## config.mk

```make
export PLATFORM = sky130hd
export DESIGN_NAME = frame_compositor
export DESIGN_NICKNAME = d
export VERILOG_FILES = /design/src/rtl/frame_compositor_pkg.sv /design/src/rtl/frame_compositor_scale.sv /design/src/rtl/frame_compositor.sv
export SDC_FILE = /design/constraint.sdc
export NUM_CORES = 1
export LEC_CHECK = 0
export BUFFER_PORTS_ARGS = -buffer_cell sky130_fd_sc_hd__buf_2
export CAP_MARGIN = 40
export CELL_PAD_IN_SITES_DETAIL_PLACEMENT = 1
export CELL_PAD_IN_SITES_GLOBAL_PLACEMENT = 1
export CORE_AREA = 3 3 110 112
export CTS_BUF_LIST = sky130_fd_sc_hd__clkbuf_2
export DETAILED_ROUTE_END_ITERATION = 16
export DIE_AREA = 0 0 113 115
export GPL_ROUTABILITY_DRIVEN = 0
export HOLD_SLACK_MARGIN = 0.03
export MAX_ROUTING_LAYER = met4
export PLACE_DENSITY_LB_ADDON = 0.1
export SLEW_MARGIN = 10
export SYNTH_ARGS = -nofsm -noshare
export SYNTH_HDL_FRONTEND = slang
export SYNTH_SLANG_ARGS = --single-unit
```

## constraint.sdc

```tcl
create_clock -name clk -period 4.6 [get_ports clk]
set_input_delay 0.23 -clock clk [delete_from_list [all_inputs] [get_ports clk]]
set_output_delay 0.23 -clock clk [all_outputs]
set_load 0.02 [all_outputs]
```

## src/rtl/frame_compositor_pkg.sv

```systemverilog
// ==========================================================================
// frame_compositor_pkg : shared constants and FSM encoding | rev 1.0
// ==========================================================================
`default_nettype none

package frame_compositor_pkg;

  localparam int C_WIDTH  = 96;
  localparam int C_HEIGHT = 64;
  localparam int C_PIXELS = C_WIDTH * C_HEIGHT;

  localparam int R_W = 5;
  localparam int G_W = 6;
  localparam int B_W = 5;

  localparam logic [3:0] FADE_FULL = 4'd8;

  typedef enum logic [1:0] {
    ST_SHOW     = 2'd0,
    ST_FADE_OUT = 2'd1,
    ST_SWAP     = 2'd2,
    ST_FADE_IN  = 2'd3
  } state_e;

endpackage

`default_nettype wire

```

## src/rtl/frame_compositor_scale.sv

```systemverilog
// ==========================================================================
// rgb565_scale : per-channel RGB565 brightness scaling by level/8 | rev 1.0
// ==========================================================================
`default_nettype none

module rgb565_scale
  import frame_compositor_pkg::*;
(
  input  logic [15:0] color_i,
  input  logic [3:0]  level_i,
  output logic [15:0] color_o
);

  // Products never exceed channel_max*8, so the >>3 result always fits the channel.
  always_comb begin
    color_o[15:11] = R_W'(({3'b000, color_i[15:11]} * {4'b0000, level_i}) >> 3);
    color_o[10:5]  = G_W'(({3'b000, color_i[10:5]}  * {5'b00000, level_i}) >> 3);
    color_o[4:0]   = B_W'(({3'b000, color_i[4:0]}   * {4'b0000, level_i}) >> 3);
  end

endmodule

`default_nettype wire

```

## src/rtl/frame_compositor.sv

```systemverilog
// ==========================================================================
// frame_compositor : sprite-over-background compositor with level fades | rev 1.0
// ==========================================================================
`default_nettype none

module frame_compositor
  import frame_compositor_pkg::*;
#(
  parameter int WIDTH           = C_WIDTH,
  parameter int HEIGHT          = C_HEIGHT,
  parameter int SPR_SIZE        = 8,
  parameter int FRAMES_PER_STEP = 2
) (
  input  logic        clk,
  input  logic        rst,
  input  logic [12:0] pixel_index_i,
  input  logic        frame_begin_i,
  output logic [12:0] rom_addr_o,
  input  logic [15:0] rom_data_i,
  output logic [1:0]  rom_sel_o,
  input  logic        level_req_i,
  input  logic [1:0]  level_next_i,
  input  logic [6:0]  player_x_i,
  input  logic [5:0]  player_y_i,
  input  logic [15:0] player_color_i,
  output logic [15:0] pixel_color_o,
  output logic        busy_o
);

  localparam int PIXELS = WIDTH * HEIGHT;

  logic [12:0] idx_q;
  logic        hit_q;
  logic        oob_q;
  logic [15:0] pixel_color_q;

  state_e      state_q;
  logic [3:0]  fade_lvl_q;
  logic [1:0]  rom_sel_q;
  logic [1:0]  pending_q;
  logic [7:0]  frame_cnt_q;
  logic        busy_q;

  logic [7:0]  col;
  logic [7:0]  row;
  logic [7:0]  spr_x;
  logic [7:0]  spr_y;
  logic        hit;
  logic        oob;
  logic        step_due;
  logic [15:0] base_color;
  logic [15:0] faded_color;

  // 8-bit compares keep player_x+SPR_SIZE from wrapping past the right/bottom edge.
  always_comb begin
    col        = 8'(idx_q % 13'(WIDTH));
    row        = 8'(idx_q / 13'(WIDTH));
    spr_x      = {1'b0, player_x_i};
    spr_y      = {2'b00, player_y_i};
    hit        = (col >= spr_x) && (col < spr_x + 8'(SPR_SIZE)) &&
                 (row >= spr_y) && (row < spr_y + 8'(SPR_SIZE));
    oob        = (idx_q >= 13'(PIXELS));
    step_due   = frame_begin_i && (frame_cnt_q == 8'(FRAMES_PER_STEP - 1));
    base_color = oob_q ? 16'h0000 : (hit_q ? player_color_i : rom_data_i);
  end

  rgb565_scale u_scale (
    .color_i (base_color),
    .level_i (fade_lvl_q),
    .color_o (faded_color)
  );

  always_ff @(posedge clk) begin
    if (rst) begin
      idx_q         <= '0;
      hit_q         <= 1'b0;
      oob_q         <= 1'b0;
      pixel_color_q <= '0;
    end else begin
      idx_q         <= pixel_index_i;
      hit_q         <= hit;
      oob_q         <= oob;
      pixel_color_q <= faded_color;
    end
  end

  always_ff @(posedge clk) begin
    if (rst) begin
      state_q     <= ST_SHOW;
      fade_lvl_q  <= FADE_FULL;
      rom_sel_q   <= '0;
      pending_q   <= '0;
      frame_cnt_q <= '0;
      busy_q      <= 1'b0;
    end else begin
      case (state_q)
        ST_SHOW: begin
          if (level_req_i && (level_next_i != rom_sel_q)) begin
            pending_q   <= level_next_i;
            frame_cnt_q <= '0;
            state_q     <= ST_FADE_OUT;
            busy_q      <= 1'b1;
          end
        end
        ST_FADE_OUT: begin
          if (level_req_i) pending_q <= level_next_i;
          if (frame_begin_i) frame_cnt_q <= step_due ? 8'd0 : frame_cnt_q + 8'd1;
          if (step_due) begin
            fade_lvl_q <= fade_lvl_q - 4'd1;
            if (fade_lvl_q == 4'd1) begin
              rom_sel_q <= pending_q;
              state_q   <= ST_SWAP;
            end
          end
        end
        ST_SWAP: begin
          if (frame_begin_i) begin
            frame_cnt_q <= '0;
            state_q     <= ST_FADE_IN;
          end
        end
        ST_FADE_IN: begin
          if (frame_begin_i) frame_cnt_q <= step_due ? 8'd0 : frame_cnt_q + 8'd1;
          if (step_due) begin
            fade_lvl_q <= fade_lvl_q + 4'd1;
            if (fade_lvl_q == FADE_FULL - 4'd1) begin
              state_q <= ST_SHOW;
              busy_q  <= 1'b0;
            end
          end
        end
        default: begin
          state_q    <= ST_SHOW;
          fade_lvl_q <= FADE_FULL;
          busy_q     <= 1'b0;
        end
      endcase
    end
  end

  assign rom_addr_o    = idx_q;
  assign rom_sel_o     = rom_sel_q;
  assign pixel_color_o = pixel_color_q;
  assign busy_o        = busy_q;

endmodule

`default_nettype wire

```

======== Word-level counts from Yosys, hierarchy flattened ========
Cells that the tools add are included.
cells by class
  magnitude comparators ................... 5
  reductions and logical operators ........ 16
  muxes and demuxes ....................... 24
  equal/unequal tests ..................... 15
  add/subtract/negate cells ............... 5
  divide/modulo/power cells ............... 2
  multiply operators ...................... 3
operators by type and width
  operator                                                number
  two-way mux 16 bit                                      2
  two-way mux 8 bit                                       4
  case mux 8 bit (3 select lines)                         1
  multiplier 5 x 4 -> 8 bit                               2
  two-way mux 2 bit                                       8
  inequality test 2 bit, second input constant            7
  divider 13 x 7 -> 13 bit, second input constant         1
  >= comparator 13 bit, second input constant             1
  remainder unit 13 x 7 -> 13 bit, second input constant  1
  AND reduction 3 bit                                     4
  multiplier 6 x 4 -> 9 bit                               1
  adder 7 x 4 -> 8 bit, second input constant             1
  adder 8 x 1 -> 8 bit, second input constant             1
  == test 8 x 1 -> 1 bit, second input constant           1
  >= comparator 8 x 6 -> 1 bit                            1
  >= comparator 8 x 7 -> 1 bit                            1
  less-than comparator 8 x 7 -> 1 bit                     1
  less-than comparator 8 bit                              1
  two-way mux 4 bit                                       2
  case mux 2 bit (4 select lines)                         1
  case mux 4 bit (2 select lines)                         1
  adder 6 x 4 -> 7 bit, second input constant             1
  AND reduction 6 bit                                     1
  nonzero test 2 bit                                      3
  15 further kinds                                        22
word-level totals
  register bits after elaboration ......... 50
  output and inout port bits .............. 32
  logic and storage cells ................. 80
  input bits .............................. 64

======== Logic depth before layout (Yosys ltp) ========
Gate-level depths: netlist of run 1.
  depth after elaboration ................. 5
  gate-level depth with buffers ........... 15
  gate-level depth less buffers ........... 14

======== Modules after synthesis ========
A second synthesis of run 1 with hierarchy kept.
second synthesis, totals
  cell total of the unflattened synthesis .. 571
  area, all modules ....................... 4,815.9 um^2
by module, submodules not included
  module            area each (um^2)  seq. area each (um^2)  times used  cells each
  frame_compositor  3,268.1           1,001.0                1           385
  rgb565_scale      1,547.7           0.0                    1           186

======== Least setup slack after synthesis of run 1 ========
OpenSTA, ideal clock, no wires.
  path type ............................... register to register
  start ................................... register hit_q
  end ..................................... register pixel_color_q[10], in the netlist pixel_color_o[10]
  slack ................................... 1,054 ps
  clock period less this slack ............ 3,546 ps
  required time ........................... 4,472 ps
  setup time .............................. 128 ps
  path buffers ............................ 2
  arrival ................................. 3,418 ps
  cell stages (with the launch flop) ...... 16
  cell sequence ........................... dfxtp_1 > buf_2 > buf_2 > mux2i_1 > nor2_1 > nand2_1 > fa_1 > fa_1 > inv_1 > fa_1 > a21o_1 > a21oi_1 > o21bai_1 > a21oi_1 > xnor2_1 > nor2_1
between the ends
  cells in the longest elaborated chain, start to end .. 3
ends and longest elaborated chain
  element                          RTL line                      source
  start: declaration               frame_compositor.sv:33        logic hit_q;
  start signal: assignment         frame_compositor.sv:81        hit_q <= hit;
  two-way mux 16 bit (2 in a row)  frame_compositor.sv:64        base_color = oob_q ? 16'h0000 : (hit_q ? player_color_i : rom_data_i);
  multiplier 6 x 4 -> 9 bit        frame_compositor_scale.sv:17  color_o[10:5] = G_W'(({3'b000, color_i[10:5]} * {5'b00000, level_i}) >> 3);
  end signal: assignment           frame_compositor.sv:83        pixel_color_q <= faded_color;
  end: declaration                 frame_compositor.sv:35        logic [15:0] pixel_color_q;
Every way passes these cells.
A chain may end at the register's enable or synchronous reset.

======== Worst setup path after layout of run 1 ========
  start ................................... register hit_q
  end ..................................... register pixel_color_q[15], in the netlist pixel_color_o[15]
between the ends
  cells in the longest elaborated chain, start to end .. 3
ends and longest elaborated chain
  element                          RTL line                      source
  two-way mux 16 bit (2 in a row)  frame_compositor.sv:64
  multiplier 5 x 4 -> 8 bit        frame_compositor_scale.sv:16  color_o[15:11] = R_W'(({3'b000, color_i[15:11]} * {4'b0000, level_i}) >> 3);
Every way passes these cells.

==> results of run 1 <==
[state kept, by name, summed over array words and instances, names as in the netlist]
name           count
pixel_color_o     16
fade_lvl_q         4
oob_q              1
rom_addr_o        13
pending_q          2
busy_o             1
frame_cnt_q        8
state_q            2
rom_sel_o          2
hit_q              1
[Yosys cell counts, types with 3 or more instances]
cell type	count
a211oi_1	5
a21o_1	8
a21oi_1	26
a22oi_1	3
a31oi_1	5
and2_1	12
and3_1	3
buf_2	4
clkbuf_1	22
dfxtp_1	50
fa_1	20
ha_1	61
inv_1	55
mux2i_1	23
nand2_1	49
nand2b_1	6
nand3_1	8
nand4_1	8
nor2_1	59
nor2b_1	22
nor3_1	19
nor4_1	7
o211ai_1	3
o21ai_0	28
or3_1	4
xnor2_1	21
xor2_1	14
[stage by stage]
stage               utilization  hold WS, ps  total power [mW]  std cells  worst slack, ps
floorplan                     -          358              1.04        590             1050
detailed placement        0.472          447              1.23        802              750
finish                    0.492         87.4              1.48        825              701
global placement          0.472          437              1.19        802              950
CTS                       0.491         57.7              1.50        824              678
global route              0.492         49.8              1.62        825              468
[layout make-up]
cell class,count,area (um^2),area share
Timing Repair Buffer,115,673,0.121
Clock buffer,5,25.0,0.00449
Multi-Input combinational cell,453,3440,0.617
Sequential cell,50,1000,0.180
Tap cell,143,179,0.0321
Clock inverter,3,47.5,0.00853
Inverter,56,210,0.0377
[per-layer routing]
metal,vias to the layer above,wire length (um),GRT usage
met4,0,117,0.0425
met3,11,310,0.0237
met1,2074,5750,0.248
li1,2182,-,-
met2,63,6130,0.358
met5,-,0,-
[logic make-up after synthesis]
kind of cell	count (synthesis)	synth area share
simple gates	211	0.223
compound gates	100	0.134
buf+inv	87	0.0753
fa+ha+maj	82	0.244
flops	50	0.208
xor+xnor	35	0.0638
mux	24	0.0503
other cells	1	0.000781
[worst max-delay path by stage]
stage / startpoint / endpoint / slack, ps / cells after the start
2_1_floorplan: hit_q$_SDFF_PP0_ / pixel_color_o[10]$_SDFF_PP0_ / 1050 / 15
3_3_place_gp: hit_q$_SDFF_PP0_ / pixel_color_o[15]$_SDFF_PP0_ / 950 / 14
3_5_place_dp: hit_q$_SDFF_PP0_ / pixel_color_o[15]$_SDFF_PP0_ / 750 / 14
4_1_cts: hit_q$_SDFF_PP0_ / pixel_color_o[15]$_SDFF_PP0_ / 680 / 14
5_1_grt: hit_q$_SDFF_PP0_ / pixel_color_o[15]$_SDFF_PP0_ / 470 / 14
6_report: hit_q$_SDFF_PP0_ / pixel_color_o[15]$_SDFF_PP0_ / 700 / 14
[power by group through the flow]
stage	Sequential, mW	Combinational [mW]	Clock (mW)
3_3_place_gp	0.550	0.643	0
2_1_floorplan	0.564	0.480	0
4_1_cts	0.545	0.688	0.270
3_5_place_dp	0.553	0.673	0
6_report	0.544	0.676	0.259
5_1_grt	0.555	0.776	0.285
[repair_timing]
action | CTS | global route
endpoints found under the setup margin | 0 | 0
hold endpoints to repair | 14 | 0
hold buffers | 14 | 0
==> flow_metrics.py, run 1 <==
metrics = {
    "flow_run": {
        "maxCapViolCount": 0,
    },
    "power_and_ir_drop": {
        "p_int_mw": 0.874,
        "p_switching_mw": 0.604,
        "vdd_drop_max_mv": 0.176,
        "p_comb_frac": 0.457,
        "pwr-share-seq": 0.368,
        "p_leak_nw": 2.75,
        "powerDensity_nw_per_um2": 265,
        "p_sw_frac": 0.409,
        "clock_power_share": 0.175,
    },
    "cts": {
        "cts_tree": "done",
        "clock_latency_ps": 480,
        "clk_pin_slew_ps": 310,
        "cts_setup_buffers": 0,
        "cts_resized": 0,
        "htreeDepth": 2,
        "cts.sink_count": 50,
        "cts_made_buffers": 5,
        "clockRootBuffer": "clkbuf_2",
        "clock_path_buffers": 2,
    },
    "setup_path": {
        "crit_path_end_kind": "flip-flop",
        "startpoint_type": "flip-flop",
        "cp_slowest_stage_delay_ps": 670,
        "path_delay_family": "adder cells",
        "worstReg2RegEnd": "pixel_color_o[15]$_SDFF_PP0_",
        "critical_path_arrival_ps": 4310,
        "worstPathCellList": "buf_4 > mux2i_1 > nor2_1 > nand2_1 > fa_1 > fa_1 > inv_1 > ha_1 > nand4_1 > nor4_1 > o21ai_0 > a21oi_1 > or3_1 > a21oi_1",
        "required_ps": 5010,
        "crit_type": "reg2reg",
        "rr_startpoint": "hit_q$_SDFF_PP0_",
        "crit_path_top_delay_cell": "dfxtp_1",
        "reg2reg_depth": 14,
        "worstPathMaxFanout": 9,
        "path_buf_inv": 2,
        "reg2reg_slack_ps": 700,
    },
    "global_routing": {
        "grt_max_degree": 46,
        "grt_usage": 0.202,
        "grt_first_pass_wirelength_um": 21300,
        "first_global_vias": 4605,
        "gr-total-overflow": 0,
        "antenna_found_initial": 0,
    },
    "sta": {
        "relSlewSlack": 0.506,
        "clock_skew_ps": 33.8,
        "fin_setup_tns_ps": 0,
        "setup_violations": 0,
        "tightest_slew_ps": 741,
        "period_share": 0.848,
        "fmax_mhz": 256,
        "rsz0062_at_grt": "no",
        "maxSlewViolCount": 0,
        "hold_viol": 0,
        "period_needed_ps": 3900,
    },
    "cells_and_area": {
        "fin_area_um2": 5580,
        "layout.nets": 826,
        "fillers": 1443,
        "final_common_cell": "buf_2",
        "areaGrowthSynthToFinish_pct": 16.1,
        "final_cell_mix": "95 x buf_2, 61 x ha_1, 59 x nor2_1, 55 x inv_1, 50 x dfxtp_1",
        "diodes": 0,
        "drive_gt1_frac": 0.172,
    },
    "logic_synthesis": {
        "synth_edf_count": 0,
        "ys.flop_type": "dfxtp_1",
        "synth_top_cell_area_share": 0.208,
        "synth_cells": 590,
        "yosysSeqAreaShare": 0.208,
        "synth_cell_types": 61,
        "yosys-top-cells-area": "dfxtp_1 21%, ha_1 16%, fa_1 8.3%, mux2i_1 4.8%, nor2_1 4.6%",
        "syn_area_um2": 4800,
        "async_flop_share": 0,
        "yosysTopAreaCell": "dfxtp_1",
        "yosysWarningCount": 0,
        "ys_ff_latch": 50,
        "postSynthAreaPerCell_um2": 8.14,
        "syn_nets": 735,
    },
    "routing": {
        "avgRoutedWirePerCell_um": 14.9,
        "vias_per_cell": 5.25,
        "drtIter0Drc": 149,
        "drc": 0,
        "firstDrtPassIters": 4,
        "wirelength_um": 12300,
        "via_count": 4330,
        "drtAntennaViolNets": 0,
    },
    "floorplan": {
        "start_util": 0.424,
        "num_rows": 39,
        "die_area_um2": 13000,
        "ios": 96,
        "die_w_um": 113,
        "fp.dieH_um": 115,
        "core_area_um2": 11300,
    },
    "status": {
        "status": "complete, no violations",
    },
    "place": {
        "dp_hpwl_um": 9730,
        "dpl_cell_area_um2": 5340,
        "io_buffers": 95,
    },
    "hold_path": {
        "hold_path_class": "in2reg",
        "min_path_cells": 2,
        "worstHoldEndpoint": "fade_lvl_q[1]$_SDFFE_PP0P_",
        "hold_start": "rst",
    },
}
Power figures use the tool's default switching activity.
==> run 2, diff against run 1 <==
clock period = 3.9 ns   (was 4.6 ns; I/O delays follow)
==> flow_metrics.py, run 2 (synthesis gave the netlist of run 1 again) <==
metrics = {
    "power_and_ir_drop": {
        "powerDensity_nw_per_um2": 310,
        "p_leak_nw": 2.79,
        "p_sw_frac": 0.408,
        "pwr-share-seq": 0.362,
        "p_switching_mw": 0.717,
        "p_comb_frac": 0.462,
        "total_power_mw": 1.76,
        "p_int_mw": 1.04,
        "clock_power_share": 0.176,
        "vdd_drop_max_mv": 0.228,
    },
    "sta": {
        "fin_ws_ps": 320,
        "maxSlewViolCount": 0,
        "clock_skew_ps": 10.8,
        "rsz0062_at_grt": "no",
        "tightest_slew_ps": 745,
        "period_share": 0.918,
        "hold_viol": 0,
        "fin_setup_tns_ps": 0,
        "period_needed_ps": 3580,
        "setup_violations": 0,
        "fmax_mhz": 279,
        "relSlewSlack": 0.504,
    },
    "routing": {
        "drc": 0,
        "wirelength_um": 12500,
        "vias_per_cell": 5.30,
        "via_count": 4421,
        "drtAntennaViolNets": 0,
        "drtIter0Drc": 158,
        "avgRoutedWirePerCell_um": 15.0,
        "firstDrtPassIters": 4,
    },
    "hold_path": {
        "hold_path_class": "in2reg",
        "hold_start": "level_req_i",
    },
    "setup_path": {
        "path_delay_family": "adder cells",
        "critical_path_arrival_ps": 4040,
        "startpoint_type": "flip-flop",
        "cp_slowest_stage_delay_ps": 560,
        "required_ps": 4360,
        "worstPathCellList": "mux2i_1 > nor2_1 > nand2_1 > fa_1 > fa_1 > inv_1 > ha_1 > nand4_1 > nor4_1 > o21ai_0 > a21oi_1 > or3_1 > a21oi_1",
        "path_buf_inv": 1,
        "worstPathMaxFanout": 8,
        "rr_startpoint": "hit_q$_SDFF_PP0_",
        "crit_start": "hit_q$_SDFF_PP0_",
        "crit_type": "reg2reg",
        "crit_path_top_delay_cell": "dfxtp_2",
        "crit_path_end_kind": "flip-flop",
    },
    "cts": {
        "clockRootBuffer": "clkbuf_2",
        "cts_tree": "done",
        "cts_setup_buffers": 0,
        "clk_pin_slew_ps": 290,
        "clock_path_buffers": 2,
        "cts_made_buffers": 5,
        "htreeDepth": 2,
        "cts.sink_count": 50,
        "clock_latency_ps": 490,
    },
    "floorplan": {
        "die_w_um": 113,
        "fp.dieH_um": 115,
        "ios": 96,
        "num_rows": 39,
        "core_area_um2": 11300,
        "die_area_um2": 13000,
        "start_util": 0.424,
    },
    "global_routing": {
        "gr-total-overflow": 0,
        "first_global_vias": 4695,
        "grt_first_pass_wirelength_um": 21900,
        "antenna_found_initial": 0,
        "grt_max_degree": 42,
        "grt_usage": 0.211,
    },
    "cells_and_area": {
        "final_common_cell": "buf_2",
        "layoutNonFillerInstCount": 834,
        "fillers": 1423,
        "areaGrowthSynthToFinish_pct": 18.1,
        "layout.nets": 835,
        "final_cell_mix": "95 x buf_2, 61 x ha_1, 59 x nor2_1, 55 x inv_1, 49 x nand2_1",
        "drive_gt1_frac": 0.181,
        "largest_reg_flops": 16,
        "diodes": 0,
    },
    "place": {
        "dp_hpwl_um": 9840,
        "dp_slack_ps": 242,
        "dpl.cell_count": 808,
        "io_buffers": 95,
    },
    "status": {
        "status": "complete, no violations",
    },
    "flow_run": {
        "maxCapViolCount": 0,
    },
}
==> run 2: changes by cell type in the layout (fill, tap and decap cells not counted) <==
cell	delta
inv_6	-1
clkinvlp_4	+1
inv_8	+1
dfxtp_1	-3
dlygate4sd3_1	+4
clkinv_4	-1
dfxtp_2	+3
buf_4	+4
buf_12	+1
==> run 2: timing repair <==
item                                   CTS  global route
gates resized for setup                  0             3
setup endpoints to repair                0             3
hold buffers                            18             0
endpoints found under the hold margin   16             0
==> run 2: path summary, 6_finish.rpt <==
check | endpoint | slack, ps | depth (start not counted)
worst max register to register | pixel_color_o[15]$_SDFF_PP0_ | 320 | 13
worst max-delay path | pixel_color_o[15]$_SDFF_PP0_ | 320 | 13
worst min-delay path | pending_q[0]$_SDFFE_PP0P_ | 180 | 4
worst min register to register | frame_cnt_q[1]$_SDFFE_PP0P_ | 550 | 2
==> run 2: metal layers <==
layer / vias up / track usage / share of wire
met5: - / - / 0
met4: 0 / 0.0449 / 0.011
met3: 12 / 0.0337 / 0.030
met2: 69 / 0.368 / 0.50
met1: 2142 / 0.257 / 0.46
li1: 2198 / - / -
==> run 2: power by group through the flow <==
stage | sequential, mW | clock, mW | combinational, mW
finish | 0.637 | 0.309 | 0.812
global placement | 0.643 | 0 | 0.767
global route | 0.649 | 0.342 | 0.929
detailed placement | 0.647 | 0 | 0.804
floorplan | 0.665 | 0 | 0.566
CTS | 0.638 | 0.328 | 0.823
==> run 2: layout make-up <==
class                   count  area, um^2  area share
repair buffers            124         763       0.135
clock buffers               5        25.0     0.00441
flip-flops and latches     50        1000       0.177
well taps                 143         179      0.0316
inverters                  56         210      0.0371
multi-input cells         453        3440       0.607
clock inverters             3        48.8     0.00861
==> run 2: worst register-to-register path, delay by kind of cell, from the launching register on <==
| family | cells | cell delay [ps] |
|---|---|---|
| AO/OA/AOI/OAI | 3 | 520 |
| adder cells (fa/ha/maj) | 3 | 1300 |
| buffers and inverters | 1 | 80 |
| flip-flops | 1 | 560 |
| multiplexers | 1 | 410 |
| AND/OR/NAND/NOR | 5 | 690 |
==> run 2: metrics by stage <==
step	hold WS, ps	utilization	instance area, um^2
2_1_floorplan	323	-	4800
3_3_place_gp	403	0.476	5390
3_5_place_dp	413	0.478	5410
4_1_cts	138	0.501	5670
5_1_grt	167	0.501	5670
6_report	178	0.501	5670
==> run 3, diff against run 2 <==
REMOVE_ABC_BUFFERS = 1   (was default)
clock period = 3.35 ns   (was 3.9 ns; I/O delays follow)
==> flow_metrics.py, run 3 (synthesis gave the netlist of run 1 again) <==
metrics = {
    "power_and_ir_drop": {
        "p_sw_frac": 0.408,
        "p_int_mw": 1.25,
        "p_leak_nw": 2.91,
        "powerDensity_nw_per_um2": 354,
        "p_switching_mw": 0.863,
        "pwr-share-seq": 0.347,
        "vdd_drop_max_mv": 0.183,
        "clock_power_share": 0.166,
        "p_comb_frac": 0.488,
    },
    "cells_and_area": {
        "final_common_cell": "buf_2",
        "fillers": 1394,
        "utilization": 0.527,
        "areaGrowthSynthToFinish_pct": 24.3,
        "final_cell_mix": "95 x buf_2, 60 x ha_1, 53 x inv_1, 51 x nor2_1, 46 x nand2_1",
        "drive_gt1_frac": 0.250,
        "seq_area_um2": 1010,
        "layout.nets": 855,
        "multi_input_area_um2": 3590,
        "largest_reg_flops": 16,
    },
    "hold_path": {
        "hold_path_class": "in2reg",
    },
    "sta": {
        "relSlewSlack": 0.656,
        "period_needed_ps": 3310,
        "maxSlewViolCount": 0,
        "setup_violations": 0,
        "period_share": 0.988,
        "rsz0062_at_grt": "yes",
        "clock_skew_ps": 24.1,
        "tightest_slew_ps": 516,
        "hold_viol": 0,
        "fmax_mhz": 302,
        "whs_ps": 116,
    },
    "setup_path": {
        "crit_type": "reg2reg",
        "startpoint_type": "flip-flop",
        "worstPathMaxFanout": 10,
        "required_ps": 3790,
        "critical_path_arrival_ps": 3760,
        "crit_path_end_kind": "flip-flop",
    },
    "floorplan": {
        "start_util": 0.424,
        "fp.dieH_um": 115,
        "die_area_um2": 13000,
        "core_area_um2": 11300,
        "num_rows": 39,
        "ios": 96,
        "die_w_um": 113,
    },
    "routing": {
        "wirelength_um": 13700,
        "firstDrtPassIters": 4,
        "drtAntennaViolNets": 0,
        "drtIter0Drc": 191,
        "via_count": 4520,
        "vias_per_cell": 5.27,
        "avgRoutedWirePerCell_um": 15.9,
        "drc": 0,
    },
    "place": {
        "dp_hpwl_um": 10500,
        "io_buffers": 95,
    },
    "global_routing": {
        "first_global_vias": 4722,
        "gr-total-overflow": 0,
        "grt_max_degree": 25,
        "antenna_found_initial": 1,
        "grt_usage": 0.214,
        "grt_first_pass_wirelength_um": 22400,
    },
    "cts": {
        "cts.sink_count": 50,
        "cts_tree": "done",
        "clock_latency_ps": 470,
        "clockRootBuffer": "clkbuf_2",
        "clock_path_buffers": 2,
        "cts_made_buffers": 5,
        "htreeDepth": 2,
        "clk_pin_slew_ps": 300,
    },
    "status": {
        "status": "complete, no violations",
    },
    "flow_run": {
        "maxCapViolCount": 0,
    },
}
[run 3: final cells by class]
class / count / area share
tap: 143 / 0.0300
sequential: 50 / 0.169
timing repair buffer: 144 / 0.152
antenna: 3 / 0.00126
clock inverter: 2 / 0.00629
clock buffer: 6 / 0.00503
inverter: 56 / 0.0352
multi-input combinational: 453 / 0.601
[run 3: per-layer routing]
layer / vias up / part of all wire / global-route usage
met4: 0 / 0.0075 / 0.0369
li1: 2240 / - / -
met3: 7 / 0.029 / 0.0216
met1: 2195 / 0.45 / 0.260
met2: 78 / 0.52 / 0.390
met5: - / 0 / -
[run 3: power by group through the flow]
| stage | sequential [mW] | combinational [mW] | clock (mW) |
|---|---|---|---|
| global route | 0.745 | 1.17 | 0.388 |
| floorplan | 0.800 | 0.607 | 0 |
| detailed placement | 0.744 | 0.987 | 0 |
| finish | 0.733 | 1.03 | 0.350 |
| global placement | 0.738 | 0.938 | 0 |
| CTS | 0.733 | 1.01 | 0.369 |
[run 3: worst paths after layout]
kind | endpoint | startpoint | slack (ps) | cells past startpoint
worst max-delay path | pixel_color_o[15]$_SDFF_PP0_ | hit_q$_SDFF_PP0_ | 40 | 14
worst min-delay path | pixel_color_o[13]$_SDFF_PP0_ | rst | 120 | 2
worst max register to register | pixel_color_o[15]$_SDFF_PP0_ | hit_q$_SDFF_PP0_ | 40 | 14
worst min register to register | pending_q[1]$_SDFFE_PP0P_ | pending_q[1]$_SDFFE_PP0P_ | 540 | 2
[run 3: what timing repair did]
action / in CTS / in global routing
setup buffers: 0 / 4
resized for setup: 7 / 35
setup endpoints to repair: 4 / 8
pin swaps: 3 / 19
cloned: 0 / 0
hold buffers: 15 / 0
hold endpoints to repair: 15 / 0
[run 3: through the flow]
stage / instances / setup slack (ps) / power [mW] / TNS (ps) / area, um^2
6_report: 857 / 38.9 / 2.12 / 0 / 5970
5_1_grt: 855 / -128 / 2.30 / -419 / 5960
4_1_cts: 850 / 0.909 / 2.11 / 0 / 5800
3_5_place_dp: 827 / -135 / 1.73 / -191 / 5560
3_3_place_gp: 827 / 45.2 / 1.68 / 0 / 5560
2_1_floorplan: 559 / -319 / 1.41 / -1030 / 4650
[run 3: worst max-delay path, stage by stage, from the launching register on]
cell	delay, ps
dfxtp_2	400
buf_12	150
mux2i_2	160
nor2_1	170
nand2_1	100
fa_1	500
fa_1	510
inv_2	50
ha_1	280
nand4_1	100
nor4_1	50
o21ai_1	220
a21oi_1	110
or3_1	340
a21oi_1	110
